[src/rtl/fp_div_issue_pkg.sv]
// Shared definitions for the FP divide/sqrt issue slice: launch FSM states and
// exponent/fraction width derivation from the operand width.
package fp_div_issue_pkg;

    typedef enum logic [0:0] {
        IDLE = 1'b0,
        WAIT = 1'b1
    } state_t;

    function automatic int fp_ew(input int w);
        return (w == 32'sd64) ? 32'sd11 : 32'sd8;
    endfunction

    function automatic int fp_fw(input int w);
        return (w == 32'sd64) ? 32'sd52 : 32'sd23;
    endfunction

endpackage

[src/rtl/fp_div_issue_q.sv]
// In-order circular buffer holding packed div/sqrt ops awaiting launch.
module fp_div_issue_q
    import fp_div_issue_pkg::*;
#(
    parameter int DW       = 8,
    parameter int LG_DEPTH = 2
) (
    input  logic          clk,
    input  logic          reset,
    input  logic          push,
    input  logic          pop,
    input  logic          clear,
    input  logic [DW-1:0] din,
    output logic [DW-1:0] dout,
    output logic          empty,
    output logic          full
);

    localparam int DEPTH = 1 << LG_DEPTH;
    localparam logic [LG_DEPTH:0] DEPTH_C = {1'b1, {LG_DEPTH{1'b0}}};

    logic [DW-1:0]       mem_r [DEPTH];
    logic [LG_DEPTH-1:0] rd_ptr_r;
    logic [LG_DEPTH-1:0] wr_ptr_r;
    logic [LG_DEPTH:0]   count_r;

    assign dout  = mem_r[rd_ptr_r];
    assign empty = (count_r == {(LG_DEPTH+1){1'b0}});
    assign full  = (count_r == DEPTH_C);

    // Entry storage; contents are don't-care until the count covers them.
    always_ff @(posedge clk) begin
        if (push) begin
            mem_r[wr_ptr_r] <= din;
        end
    end

    // Pointer and occupancy bookkeeping; clear discards everything at once.
    always_ff @(posedge clk or negedge reset) begin
        if (!reset) begin
            rd_ptr_r <= {LG_DEPTH{1'b0}};
            wr_ptr_r <= {LG_DEPTH{1'b0}};
            count_r  <= {(LG_DEPTH+1){1'b0}};
        end else if (clear) begin
            rd_ptr_r <= {LG_DEPTH{1'b0}};
            wr_ptr_r <= {LG_DEPTH{1'b0}};
            count_r  <= {(LG_DEPTH+1){1'b0}};
        end else begin
            if (push) begin
                wr_ptr_r <= wr_ptr_r + LG_DEPTH'(1);
            end
            if (pop) begin
                rd_ptr_r <= rd_ptr_r + LG_DEPTH'(1);
            end
            case ({push, pop})
                2'b10:   count_r <= count_r + (LG_DEPTH+1)'(1);
                2'b01:   count_r <= count_r - (LG_DEPTH+1)'(1);
                default: count_r <= count_r;
            endcase
        end
    end

endmodule

[src/rtl/fp_div_issue.sv]
// Issue stage for the iterative FP divide/sqrt unit: queues ops, launches one at a
// time, captures the tagged result into a writeback slot, and squashes on flush.
module fp_div_issue
    import fp_div_issue_pkg::*;
#(
    parameter int W            = 32,
    parameter int LG_DEPTH     = 2,
    parameter int LG_ROB_WIDTH = 1,
    parameter int LG_PRF_WIDTH = 1
) (
    input  logic                    clk,
    input  logic                    reset,
    input  logic                    enq_valid,
    output logic                    enq_ready,
    input  logic [W-1:0]            enq_a,
    input  logic [W-1:0]            enq_b,
    input  logic                    enq_is_sqrt,
    input  logic [LG_ROB_WIDTH-1:0] enq_rob_ptr,
    input  logic [LG_PRF_WIDTH-1:0] enq_dst_ptr,
    input  logic                    flush,
    output logic                    fu_start,
    output logic [W-1:0]            fu_a,
    output logic [W-1:0]            fu_b,
    output logic                    fu_is_sqrt,
    output logic [LG_ROB_WIDTH-1:0] fu_rob_ptr,
    output logic [LG_PRF_WIDTH-1:0] fu_dst_ptr,
    input  logic                    fu_active,
    input  logic                    fu_valid,
    input  logic [W-1:0]            fu_y,
    input  logic [LG_ROB_WIDTH-1:0] fu_rob_ptr_out,
    input  logic [LG_PRF_WIDTH-1:0] fu_dst_ptr_out,
    output logic                    wb_valid,
    input  logic                    wb_ready,
    output logic [W-1:0]            wb_y,
    output logic [LG_ROB_WIDTH-1:0] wb_rob_ptr,
    output logic [LG_PRF_WIDTH-1:0] wb_dst_ptr,
    output logic                    busy
);

    localparam int EW = 2 * W + 1 + LG_ROB_WIDTH + LG_PRF_WIDTH;

    state_t                  state_r;
    logic                    kill_r;
    logic                    wb_valid_r;
    logic [W-1:0]            wb_y_r;
    logic [LG_ROB_WIDTH-1:0] wb_rob_r;
    logic [LG_PRF_WIDTH-1:0] wb_dst_r;

    logic                    q_empty_s;
    logic                    q_full_s;
    logic                    push_s;
    logic                    start_s;
    logic [EW-1:0]           head_s;

    assign push_s  = enq_valid && !q_full_s && !flush;
    // The divider cannot stall its result, so a launch waits for an empty wb slot.
    assign start_s = (state_r == IDLE) && !q_empty_s && !fu_active && !wb_valid_r && !flush;

    fp_div_issue_q #(
        .DW       (EW),
        .LG_DEPTH (LG_DEPTH)
    ) u_q (
        .clk   (clk),
        .reset (reset),
        .push  (push_s),
        .pop   (start_s),
        .clear (flush),
        .din   ({enq_a, enq_b, enq_is_sqrt, enq_rob_ptr, enq_dst_ptr}),
        .dout  (head_s),
        .empty (q_empty_s),
        .full  (q_full_s)
    );

    assign {fu_a, fu_b, fu_is_sqrt, fu_rob_ptr, fu_dst_ptr} = head_s;

    assign fu_start   = start_s;
    assign enq_ready  = !q_full_s;
    assign wb_valid   = wb_valid_r;
    assign wb_y       = wb_y_r;
    assign wb_rob_ptr = wb_rob_r;
    assign wb_dst_ptr = wb_dst_r;
    assign busy       = !q_empty_s || (state_r == WAIT) || wb_valid_r;

    // Launch FSM with the kill flag that marks the in-flight op as squashed.
    always_ff @(posedge clk or negedge reset) begin
        if (!reset) begin
            state_r <= IDLE;
            kill_r  <= 1'b0;
        end else begin
            case (state_r)
                IDLE: begin
                    kill_r <= 1'b0;
                    if (start_s) begin
                        state_r <= WAIT;
                    end else begin
                        state_r <= IDLE;
                    end
                end
                WAIT: begin
                    if (fu_valid) begin
                        state_r <= IDLE;
                        kill_r  <= 1'b0;
                    end else if (flush) begin
                        kill_r  <= 1'b1;
                    end else begin
                        kill_r  <= kill_r;
                    end
                end
                default: begin
                    state_r <= IDLE;
                    kill_r  <= 1'b0;
                end
            endcase
        end
    end

    // Writeback slot: a flush, including one coincident with the result, drops it.
    always_ff @(posedge clk or negedge reset) begin
        if (!reset) begin
            wb_valid_r <= 1'b0;
            wb_y_r     <= {W{1'b0}};
            wb_rob_r   <= {LG_ROB_WIDTH{1'b0}};
            wb_dst_r   <= {LG_PRF_WIDTH{1'b0}};
        end else if (flush) begin
            wb_valid_r <= 1'b0;
        end else if ((state_r == WAIT) && fu_valid && !kill_r) begin
            wb_valid_r <= 1'b1;
            wb_y_r     <= fu_y;
            wb_rob_r   <= fu_rob_ptr_out;
            wb_dst_r   <= fu_dst_ptr_out;
        end else if (wb_valid_r && wb_ready) begin
            wb_valid_r <= 1'b0;
        end
    end

endmodule

[config.mk]
export PLATFORM = sky130hd
export DESIGN_NAME = fp_div_issue
export DESIGN_NICKNAME = d
export VERILOG_FILES = /design/src/rtl/fp_div_issue_pkg.sv /design/src/rtl/fp_div_issue_q.sv /design/src/rtl/fp_div_issue.sv
export SDC_FILE = /design/constraint.sdc
export NUM_CORES = 1
export LEC_CHECK = 0
export CORE_MARGIN = 5
export CORE_UTILIZATION = 52
export DETAILED_ROUTE_END_ITERATION = 12
export GPL_TIMING_DRIVEN = 0
export PLACE_DENSITY_LB_ADDON = 0.2
export SYNTH_ARGS = -nofsm -noshare
export SYNTH_HDL_FRONTEND = slang
export SYNTH_SLANG_ARGS = --single-unit
[constraint.sdc]
create_clock -name clk -period 3.4 [get_ports clk]
set_input_delay 0.68 -clock clk [delete_from_list [all_inputs] [get_ports clk]]
set_output_delay 0.68 -clock clk [all_outputs]
set_load 0.005 [all_outputs]
After elaboration in Yosys (flattened, before gate mapping)
Memory sizes are Yosys's and may differ from the RTL's.
Index checks and enable logic that the tools add are counted.
- add/sub/neg operators: 4
- equality and inequality tests: 4
- muxes and demuxes: 17
- bitwise gates (word level): 2
- reduce and logical (&&, ||, !) cells: 23
- operators by type and width (kind ; number):
    $logic_and A1 B1 Y1 ; 9
    $mux W1 ; 9
    $mux W2 ; 4
    $logic_not A1 Y1 ; 6
    $pmux W3 S2 ; 1
    $reduce_bool A3 Y1 ; 2
    $add A2 B1 Y2 const B ; 2
    $pmux W1 S2 ; 2
    $reduce_bool A2 Y1 ; 2
    $add A3 B1 Y3 const B ; 1
    $eq A3 B3 Y1 const B ; 1
    $logic_not A3 Y1 ; 1
    $mux W3 ; 1
    $ne A3 B3 Y1 const B ; 1
    $sub A3 B1 Y3 const B ; 1
    $eq A2 B1 Y1 const B ; 1
    $eq A2 B2 Y1 const B ; 1
    $logic_or A1 B1 Y1 ; 2
    $not A1 Y1 ; 2
    $reduce_and A2 Y1 ; 1
- register bits: 44
- bits in writable memories: 268
- input port bits: 108
- output and inout bits: 105
- word-level logic and storage cells: 60
- memories kept: 1
- memories (name ; depth ; bits a word ; rd ports ; clocked after Yosys merged registers in ; wr ports ; line ; source):
    u_q.mem_r ; 4 ; 67 ; 1 ; 0 ; 1 ; fp_div_issue_q.sv:22 ; logic [DW-1:0] mem_r [DEPTH];

Longest topological paths before layout
Gate-level depths: netlist of the first run.
- depth in word-level cells: 9
- gate-level depth with buffers: 10
- depth with buffers taken out: 9

Cells and area by module
Synthesis of the first run repeated with hierarchy kept, for this count alone.
- cells, all modules: 481
- area, all modules: 11687.5 um^2
- by module, submodules not included (module ; times used ; cells an instance ; area each (um^2) ; seq. area each (um^2)):
    fp_div_issue_q ; 1 ; 392 ; 10105.9 ; 8222.9
    fp_div_issue ; 1 ; 89 ; 1581.5 ; 925.9

Least setup slack after synthesis of the first run
OpenSTA, ideal clock, no wires.
- path kind: input -> register
- start point: in flush
- end point: mem u_q.mem_r[0][0] (netlist name), enable pin
- library setup time: 432 ps
- data arrival time: 2636 ps
- data required time: 2968 ps
- slack: 332 ps
- cell stages on the path: 3
- buffers on the path: 1
- cells stage by stage: clkbuf_1 -> nor2_1 -> and2_1
- word-level cells in the longest chain between the ends: 4
- RTL lines (what ; line ; source):
    start, declared ; fp_div_issue.sv:20 ; input logic flush,
    $logic_not A1 Y1 ; fp_div_issue.sv:55 ; assign push_s = enq_valid && !q_full_s && !flush;
    $logic_and A1 B1 Y1 ; fp_div_issue.sv:55 ;
    $mux W1 ; fp_div_issue_q.sv:33 ; if (push) begin
    $mux W1 (not written as such) ; fp_div_issue_q.sv:34 ; mem_r[wr_ptr_r] <= din;
    end, declared ; fp_div_issue_q.sv:22 ;
Every way passes these cells.

Final worst setup path of the first run
- start point: reg u_q.rd_ptr_r[1]
- end point: out fu_a[15]
- word-level cells in the longest chain between the ends: 1
- RTL lines (what ; line ; source):
    start, declared ; fp_div_issue_q.sv:23 ; logic [LG_DEPTH-1:0] rd_ptr_r;
    start signal, assigned ; fp_div_issue_q.sv:41 ; rd_ptr_r <= {LG_DEPTH{1'b0}};
    start signal, assigned ; fp_div_issue_q.sv:45 ; rd_ptr_r <= {LG_DEPTH{1'b0}};
    start signal, assigned ; fp_div_issue_q.sv:53 ; rd_ptr_r <= rd_ptr_r + LG_DEPTH'(1);
    $mem_v2 Z4 W67 ; - ;
    end, declared ; fp_div_issue.sv:22 ; output logic [W-1:0] fu_a,
Every way passes these cells.

==> impl_results.md, run 1 <==
- Setup violators final: 0
- Worst endpoint data arrival time: around 2600 ps
- Syn nets: 599
- Clk pin slew, worst setup/hold paths: 60 ps
- Max Root-Sink Buffers: 3
- Peak fanout along the critical path: 10
- Post-route cell area: approximately 15,000 um2
- Slew HR: 54.88%
- Signed area change from the synthesized netlist to the final layout: 31.44%
- H-tree levels: 1
- CTS tree: yes
- Post-CTS repair timing setup buffer count: 0
- Antenna violations before repair: 0
- Via count of the first global-routing pass: around 6,300
- Actual slew at the worst max-slew pin: slightly below 700 ps
- Cell type with the largest total area after synthesis: sky130_fd_sc_hd__edfxtp_1
- Drt first-iter violations: 253
- Total Routed Length: 22.66 mm
- Maximum VDD drop: 0.5264 mV
- Number of buffers added by the clock tree synthesis step: 30
- Run status: finished clean
- Area of the core: 21,820 um2
- Unrepaired setup endpoints after global routing: no
- Placed wire-length estimate: between 10 and 15 mm
- Register area share after synthesis: 79.22%
- DRC violations left: 0
- Cell area power density: roughly 720 nW/um2
- GR Overflow Total: 0
- Final core utilization: between 60% and 70%
- Tcrit/Tclk final: 95.52%
- Die Footprint: 25,290 um2
- Routed vias/inst: 5.407
- Iteration count of the initial detailed-routing pass: 4
- Type of the worst setup path: reg2out
- Clk Tree Root Cell: sky130_fd_sc_hd__clkbuf_16
- Commonest non-fill, non-tap cells in the layout: 268 x sky130_fd_sc_hd__edfxtp_1, 211 x sky130_fd_sc_hd__clkdlybuf4s50_1, 67 x sky130_fd_sc_hd__mux4_2
- Final setup TNS: 0 ps
- Share of Yosys cell area claimed by the top area cell type: 69.69%
- Pin count of the biggest net entering global routing: 42
- Cells taking the most area after synthesis: sky130_fd_sc_hd__edfxtp_1 70%, sky130_fd_sc_hd__mux4_2 13%, sky130_fd_sc_hd__dfrtp_1 9.5%
- Final slew viol count: 0
- Leak: slightly above 5 nW
- Yosys cell types: 33
- Final ANT Viol Nets: 0
- Critical Path End Type: primary output
- Average cell area after synthesis: 23.76 um2
- Tmin final: 3248 ps
- Initial cell density of the core: 52.92%
- Area after DPL: 14,130 um2
- CTS sink count: 312
- Leading cell type in the layout, fill and taps excluded: sky130_fd_sc_hd__edfxtp_1
- Worst clock skew: around 17 ps
- Launch point of the worst path: u_q.rd_ptr_r[1]
- First-pass GRT wire length: approximately 36 mm
- Highest clock frequency the design can meet: a little over 0.3 GHz
- Worst flop-to-flop path startpoint: u_q.count_r[0]
- Number of warnings issued by yosys: 0
- Vias post-DR: 5,612
- Fraction of layout cells with a size suffix above 1: 19.66%
- Number of buffer cells added on primary ports: 212
- Vertical die dimension: 159.0 um
- Cell area after synthesis: between 10,000 and 15,000 um2
- Gate count of the mapped netlist: 486
- Latest clock arrival within the worst-skew pair: 550 ps
- Hold wc startpoint: kill_r
- Count of inserted antenna diode cells: 0
- Total chip power: 10.96 mW
- Overall Global Routing Usage: 17.77%
- Register bit count reported by yosys: 312
- Routed len/inst: 21.83 um
- Overall die width: 159.0 um
- Final Hold Violating Endpoints: 0
- Top Ports: 213
- Max-cap viol count: 0
- Placement row count: 54
- Worst Hold Margin: 479.2 ps
- Worst min-delay path category: reg2reg
- Critical path required time: 2720 ps
- Crit path launch type: flip-flop
- Placer's final routability congestion estimate: 0.7860
- Number of nets at the end of the flow: 847
-- kinds of logic (layout without fill, tap and decap cells) --
kind of cell / after synthesis / after routing / share of synthesized area (%)
AOI/OAI and AO/OA: 5 / 5 / 0.4008
buffers and inverters: 25 / 297 / 1.073
and+or+nand+nor: 31 / 31 / 1.506
adders and majority gates: 5 / 5 / 0.6067
muxes: 104 / 104 / 16.73
DFF: 312 / 312 / 79.22
xor gates and xnor gates: 4 / 4 / 0.4659
-- registers in the layout, indices dropped and copies added, names as in the netlist --
signal / count
kill_r: 1
state_r: 1
u_q.count_r: 3
u_q.mem_r: 268
u_q.rd_ptr_r: 2
u_q.wr_ptr_r: 2
wb_dst_ptr: 1
wb_rob_ptr: 1
wb_valid: 1
wb_y: 32
-- cell usage after synthesis --
cell type and instances:
sky130_fd_sc_hd__buf_2 12, sky130_fd_sc_hd__buf_6 1, sky130_fd_sc_hd__o21ai_1 1, sky130_fd_sc_hd__nand4bb_1 1
sky130_fd_sc_hd__nor3_1 1, sky130_fd_sc_hd__mux2_1 34, sky130_fd_sc_hd__nand2_4 1, sky130_fd_sc_hd__buf_4 2
sky130_fd_sc_hd__nand2b_1 3, sky130_fd_sc_hd__fa_1 1, sky130_fd_sc_hd__and2_1 5, sky130_fd_sc_hd__nor2_1 11
sky130_fd_sc_hd__or3b_1 1, sky130_fd_sc_hd__xnor2_1 1, sky130_fd_sc_hd__a211oi_2 1, sky130_fd_sc_hd__and3_1 1
sky130_fd_sc_hd__mux2i_1 1, sky130_fd_sc_hd__dfrtp_1 44, sky130_fd_sc_hd__or4_1 2, sky130_fd_sc_hd__inv_1 2
sky130_fd_sc_hd__mux2_4 2, sky130_fd_sc_hd__mux4_2 67, sky130_fd_sc_hd__edfxtp_1 268, sky130_fd_sc_hd__xnor2_4 1
sky130_fd_sc_hd__a21o_1 1, sky130_fd_sc_hd__nand3_1 1, sky130_fd_sc_hd__nand2_1 2, sky130_fd_sc_hd__ha_1 4
sky130_fd_sc_hd__nor2b_1 2, sky130_fd_sc_hd__xor2_1 2, sky130_fd_sc_hd__clkbuf_1 8, sky130_fd_sc_hd__a21oi_1 1
sky130_fd_sc_hd__a41oi_2 1
-- final timing paths --
path / endpoint / slack (ps) / depth (start not counted)
worst min register to register: kill_r / 480 / 2
worst min-delay path: kill_r / 480 / 2
max in group asynchronous: u_q.rd_ptr_r[0] / 2470 / 3
worst max-delay path: fu_a[15] / 150 / 4
min in group asynchronous: wb_y[7] / 490 / 2
worst max register to register: u_q.count_r[2] / 300 / 10
-- critical path, cell delays in order (launching register included) --
cell and delay, ps:
sky130_fd_sc_hd__dfrtp_1 530, sky130_fd_sc_hd__clkbuf_4 320, sky130_fd_sc_hd__buf_2 310, sky130_fd_sc_hd__mux4_2 360, sky130_fd_sc_hd__clkdlybuf4s50_1 490
-- per-stage QoR --
stage | instances | setup slack, ps
detailed placement | 983 | -233.0
floorplan | 486 | 331.6
CTS | 1038 | 6.762
global placement | 978 | -1545
global route | 1038 | 47.32
finish | 1038 | 152.4
-- timing repair --
action	4_1_cts	5_1_grt
setup endpoints to repair	45	8
resized for setup	3	3
hold endpoints to repair	3	0
hold buffers	1	0
-- metal layers --
metal / vias up / GRT usage (%) / part of all wire [%]
met5: - / 0 / 0
met4: 0 / 3.567 / 1.2
met3: 26 / 5.229 / 8.4
met2: 223 / 30.79 / 51
met1: 2858 / 22.62 / 39
li1: 2505 / - / -
-- final cells by class --
cell class	count	area [um2]
Clock inverter	8	55.05
Buffer	21	118.9
Timing Repair Buffer	218	2227
Multi-Input combinational cell	149	2286
Sequential cell	312	9150
Inverter	2	7.507
Tap cell	280	350.3
Clock buffer	48	984.7
Fill cell	1347	6644
-- report_power, final --
group          internal, mW  switching, mW
Combinational          1.78           1.05
Sequential             4.60          0.205
Clock                  1.99           1.34
Total                  8.37           2.59
Note: power is estimated with default switching activity, not from simulation.
==> run 2: changes to the inputs <==
--- a/config.mk
+++ b/config.mk
@@ -12,4 +12,5 @@
 export PLACE_DENSITY_LB_ADDON = 0.2
 export SYNTH_ARGS = -nofsm -noshare
 export SYNTH_HDL_FRONTEND = slang
+export SYNTH_HIERARCHICAL = 1
 export SYNTH_SLANG_ARGS = --single-unit
==> run 2 against run 1 <==
Against the previous run:
- core utilization grew 0.16 points
- wire length down 1.6%
- synthesized cell count fell by 1.0%
- largest power group unchanged
==> impl_results.md, run 2 <==
- GR Layer Usage met2: a little under a third
- Latest clock arrival within the worst-skew pair: 530 ps
- Critical path required time: 2720 ps
- Cells taking the most area after synthesis: sky130_fd_sc_hd__edfxtp_1 69%, sky130_fd_sc_hd__mux4_2 13%, sky130_fd_sc_hd__dfrtp_1 9.4%
- Cell area power density: 623.4 nW/um2
- Clk Tree Root Cell: sky130_fd_sc_hd__clkbuf_16
- Final setup TNS: 0 ps
- Leading cell type in the layout, fill and taps excluded: sky130_fd_sc_hd__edfxtp_1
- Worst endpoint data arrival time: 2560 ps
- Final ANT Viol Nets: 0
- Number of flip-flops under the largest register name: around 270
- Vias post-DR: 5,587
- Count of flip-flops with a built-in enable after synthesis: 268
- Drt first-iter violations: 305
- Commonest non-fill, non-tap cells in the layout: 268 x sky130_fd_sc_hd__edfxtp_1, 211 x sky130_fd_sc_hd__clkdlybuf4s50_1, 67 x sky130_fd_sc_hd__mux4_2
- Gate family responsible for the most delay along the worst path: buffers and inverters
- Iteration count of the initial detailed-routing pass: 4
- Register area share after synthesis: 78.28%
- Initial cell density of the core: 53.23%
- Worst min-delay path category: in2async
- Highest clock frequency the design can meet: 0.3084 GHz
- Die Footprint: 25,570 um2
- Slowest Stage Delay on Critical Path: 680 ps
- Slew HR: 37.00%
- Leak: 5.171 nW
- Actual slew at the worst max-slew pin: 945.0 ps
- Routed vias/inst: 5.403
- Cell type with the largest total area after synthesis: sky130_fd_sc_hd__edfxtp_1
- Via count of the first global-routing pass: 6,331
- Worst Hold Margin: 291.8 ps
- H-tree levels: 1
- Post-CTS repair timing setup buffer count: 0
- Final slew viol count: 0
- Sum of buffers and inverters on the critical path: 2
- Setup violators final: 0
- Crit path launch type: primary input
- Vertical die dimension: 159.9 um
- Max-cap viol count: 0
- Run status: finished clean
- Maximum VDD drop: approximately 0.44 mV
- Tmin final: 3242 ps
- Fraction of layout cells with a size suffix above 1: 23.24%
- Register bit count reported by yosys: 312
- Share of Yosys cell area claimed by the top area cell type: 68.86%
- Ordered list of cells on the worst path: clkdlybuf4s50_1 -> nor4_4 -> clkdlybuf4s50_1
- Signed area change from the synthesized netlist to the final layout: 30.99%
- Worst reg2reg setup slack: between 1000 and 1500 ps
- Clk pin slew, worst setup/hold paths: roughly 60 ps
- Yosys cell types: 31
- Met3 Resource Use GR: under 10%
- Number of buffers added by the clock tree synthesis step: 30
- Cell types with the highest counts after synthesis: 268 x sky130_fd_sc_hd__edfxtp_1, 67 x sky130_fd_sc_hd__mux4_2, 44 x sky130_fd_sc_hd__dfrtp_1
- CTS sink count: 312
- Largest register by flop count: u_q/mem_r
- GR Overflow Total: 0
- Placer's final routability congestion estimate: 0.7799
- Total Routed Length: about 22 mm
- Most common cell in the synthesized netlist: sky130_fd_sc_hd__edfxtp_1
- Most used flip-flop cell after synthesis: sky130_fd_sc_hd__edfxtp_1
- Final Hold Violating Endpoints: 0
- Top Ports: 213
- Fraction of met1 tracks used by global routing: 22.90%
- Gate count of the mapped netlist: ~480
- Most used routing layer in global routing: met2
- Max Root-Sink Buffers: 3
- Critical Path Slowest Stage Cell: sky130_fd_sc_hd__clkdlybuf4s50_1
- Pin count of the biggest net entering global routing: 46
- Overall die width: around 160 um
- Cell area after synthesis: 11,690 um2
- First-pass GRT wire length: 35.45 mm
- Antenna violations before repair: 0
- DRC violations left: 0
- Syn nets: 594
- Number of nets at the end of the flow: between 800 and 900
- Type of the worst setup path: in2out
- Share of synthesized flip-flops with an asynchronous set or reset: 14.10%
- Dominant cell type by count on the critical path: sky130_fd_sc_hd__clkdlybuf4s50_1
- Critical Path End Type: primary output
- Placement row count: 54
- Routed len/inst: 21.56 um
- Overall Global Routing Usage: 17.56%
- Placed wire-length estimate: 14.80 mm
- Average cell area after synthesis: about 24 um2
- Unrepaired setup endpoints after global routing: no
- Peak fanout along the critical path: 13
- Area of the core: 21,960 um2
- Tcrit/Tclk final: 95.36%
- Worst clock skew: 9.530 ps
- Number of warnings issued by yosys: 6
- Number of buffer cells added on primary ports: about 210
- CTS tree: yes
## run 2: cell count changes after synthesis, moves of 4 or more
cell and delta:
sky130_fd_sc_hd__clkbuf_1 -6, sky130_fd_sc_hd__buf_12 +5, sky130_fd_sc_hd__mux2_1 -34, sky130_fd_sc_hd__nor3b_1 +4, sky130_fd_sc_hd__mux2_4 +28, sky130_fd_sc_hd__mux2_2 +4
sky130_fd_sc_hd__buf_2 -4
## run 2: per-stage QoR
step	setup WS [ps]	power [mW]	utilization, %	area, um2	instances
floorplan	329.3	5.332	-	11690	481
global placement	-1623	6.241	64.48	14160	973
detailed placement	-368.6	6.278	65.01	14270	977
CTS	137.1	9.656	69.71	15310	1033
global route	61.15	9.968	69.71	15310	1033
finish	157.8	9.543	69.72	15310	1034
## run 2: cell families after synthesis
family | synth area share [%]
multiplexers | 17.32
buffers and inverters | 1.809
adder cells (fa/ha/maj) | 0.5995
AO/OA/AOI/OAI | 0.1605
AND/OR/NAND/NOR | 1.456
flip-flops | 78.28
XOR/XNOR | 0.3748
## run 2: path summary, 6_finish.rpt
path	from	to	depth (start not counted)
min in group clk	wb_y[5]	wb_y[5]	1
setup / recovery	flush	fu_start	3
max in group asynchronous	reset	wb_y[3]	1
hold reg to reg	wb_y[5]	wb_y[5]	1
hold / removal	reset	wb_y[15]	1
setup reg to reg	u_q/count_r[0]	u_q/count_r[2]	7
## run 2: routing by layer
metal,share of wire [%],up-vias
li1,-,2490
met1,40,2860
met2,51,207
met3,7.8,30
met4,1.3,0
met5,0,-
## run 2: worst reg2reg max path: stages (launching register included)
cell	delay (ps)
sky130_fd_sc_hd__dfrtp_1	440
sky130_fd_sc_hd__nor3_1	500
sky130_fd_sc_hd__nor4_4	150
sky130_fd_sc_hd__nor2b_1	180
sky130_fd_sc_hd__fa_1	400
sky130_fd_sc_hd__nor3b_1	300
sky130_fd_sc_hd__o21ai_0	130
sky130_fd_sc_hd__nor3b_1	150
## run 2: cell type report
| class | instances | area (um2) |
|---|---|---|
| Inverter | 3 | 11.26 |
| Clock buffer | 46 | 862.1 |
| Clock inverter | 10 | 155.1 |
| Timing Repair Buffer | 216 | 2227 |
| Sequential cell | 312 | 9149 |
| Buffer | 21 | 200.2 |
| Fill cell | 1318 | 6649 |
| Antenna cell | 1 | 2.502 |
| Tap cell | 280 | 350.3 |
| Multi-Input combinational cell | 145 | 2352 |
## run 2: where the power goes
group	leakage [nW]	switching, mW	internal (mW)
logic	1.69	0.484	1.07
clock network	0.492	1.30	2.05
registers	2.99	0.168	4.47
## run 2: timing repair
action                     CTS  global route
setup endpoints to repair    1             0
hold buffers                 0             0
resized for setup            2             0
==> run 3: changes to the inputs <==
--- a/config.mk
+++ b/config.mk
@@ -12,5 +12,4 @@
 export PLACE_DENSITY_LB_ADDON = 0.2
 export SYNTH_ARGS = -nofsm -noshare
 export SYNTH_HDL_FRONTEND = slang
-export SYNTH_HIERARCHICAL = 1
 export SYNTH_SLANG_ARGS = --single-unit
==> results of run 3 <==
The final DEF is identical to that of run 1; final timing and power are the same.
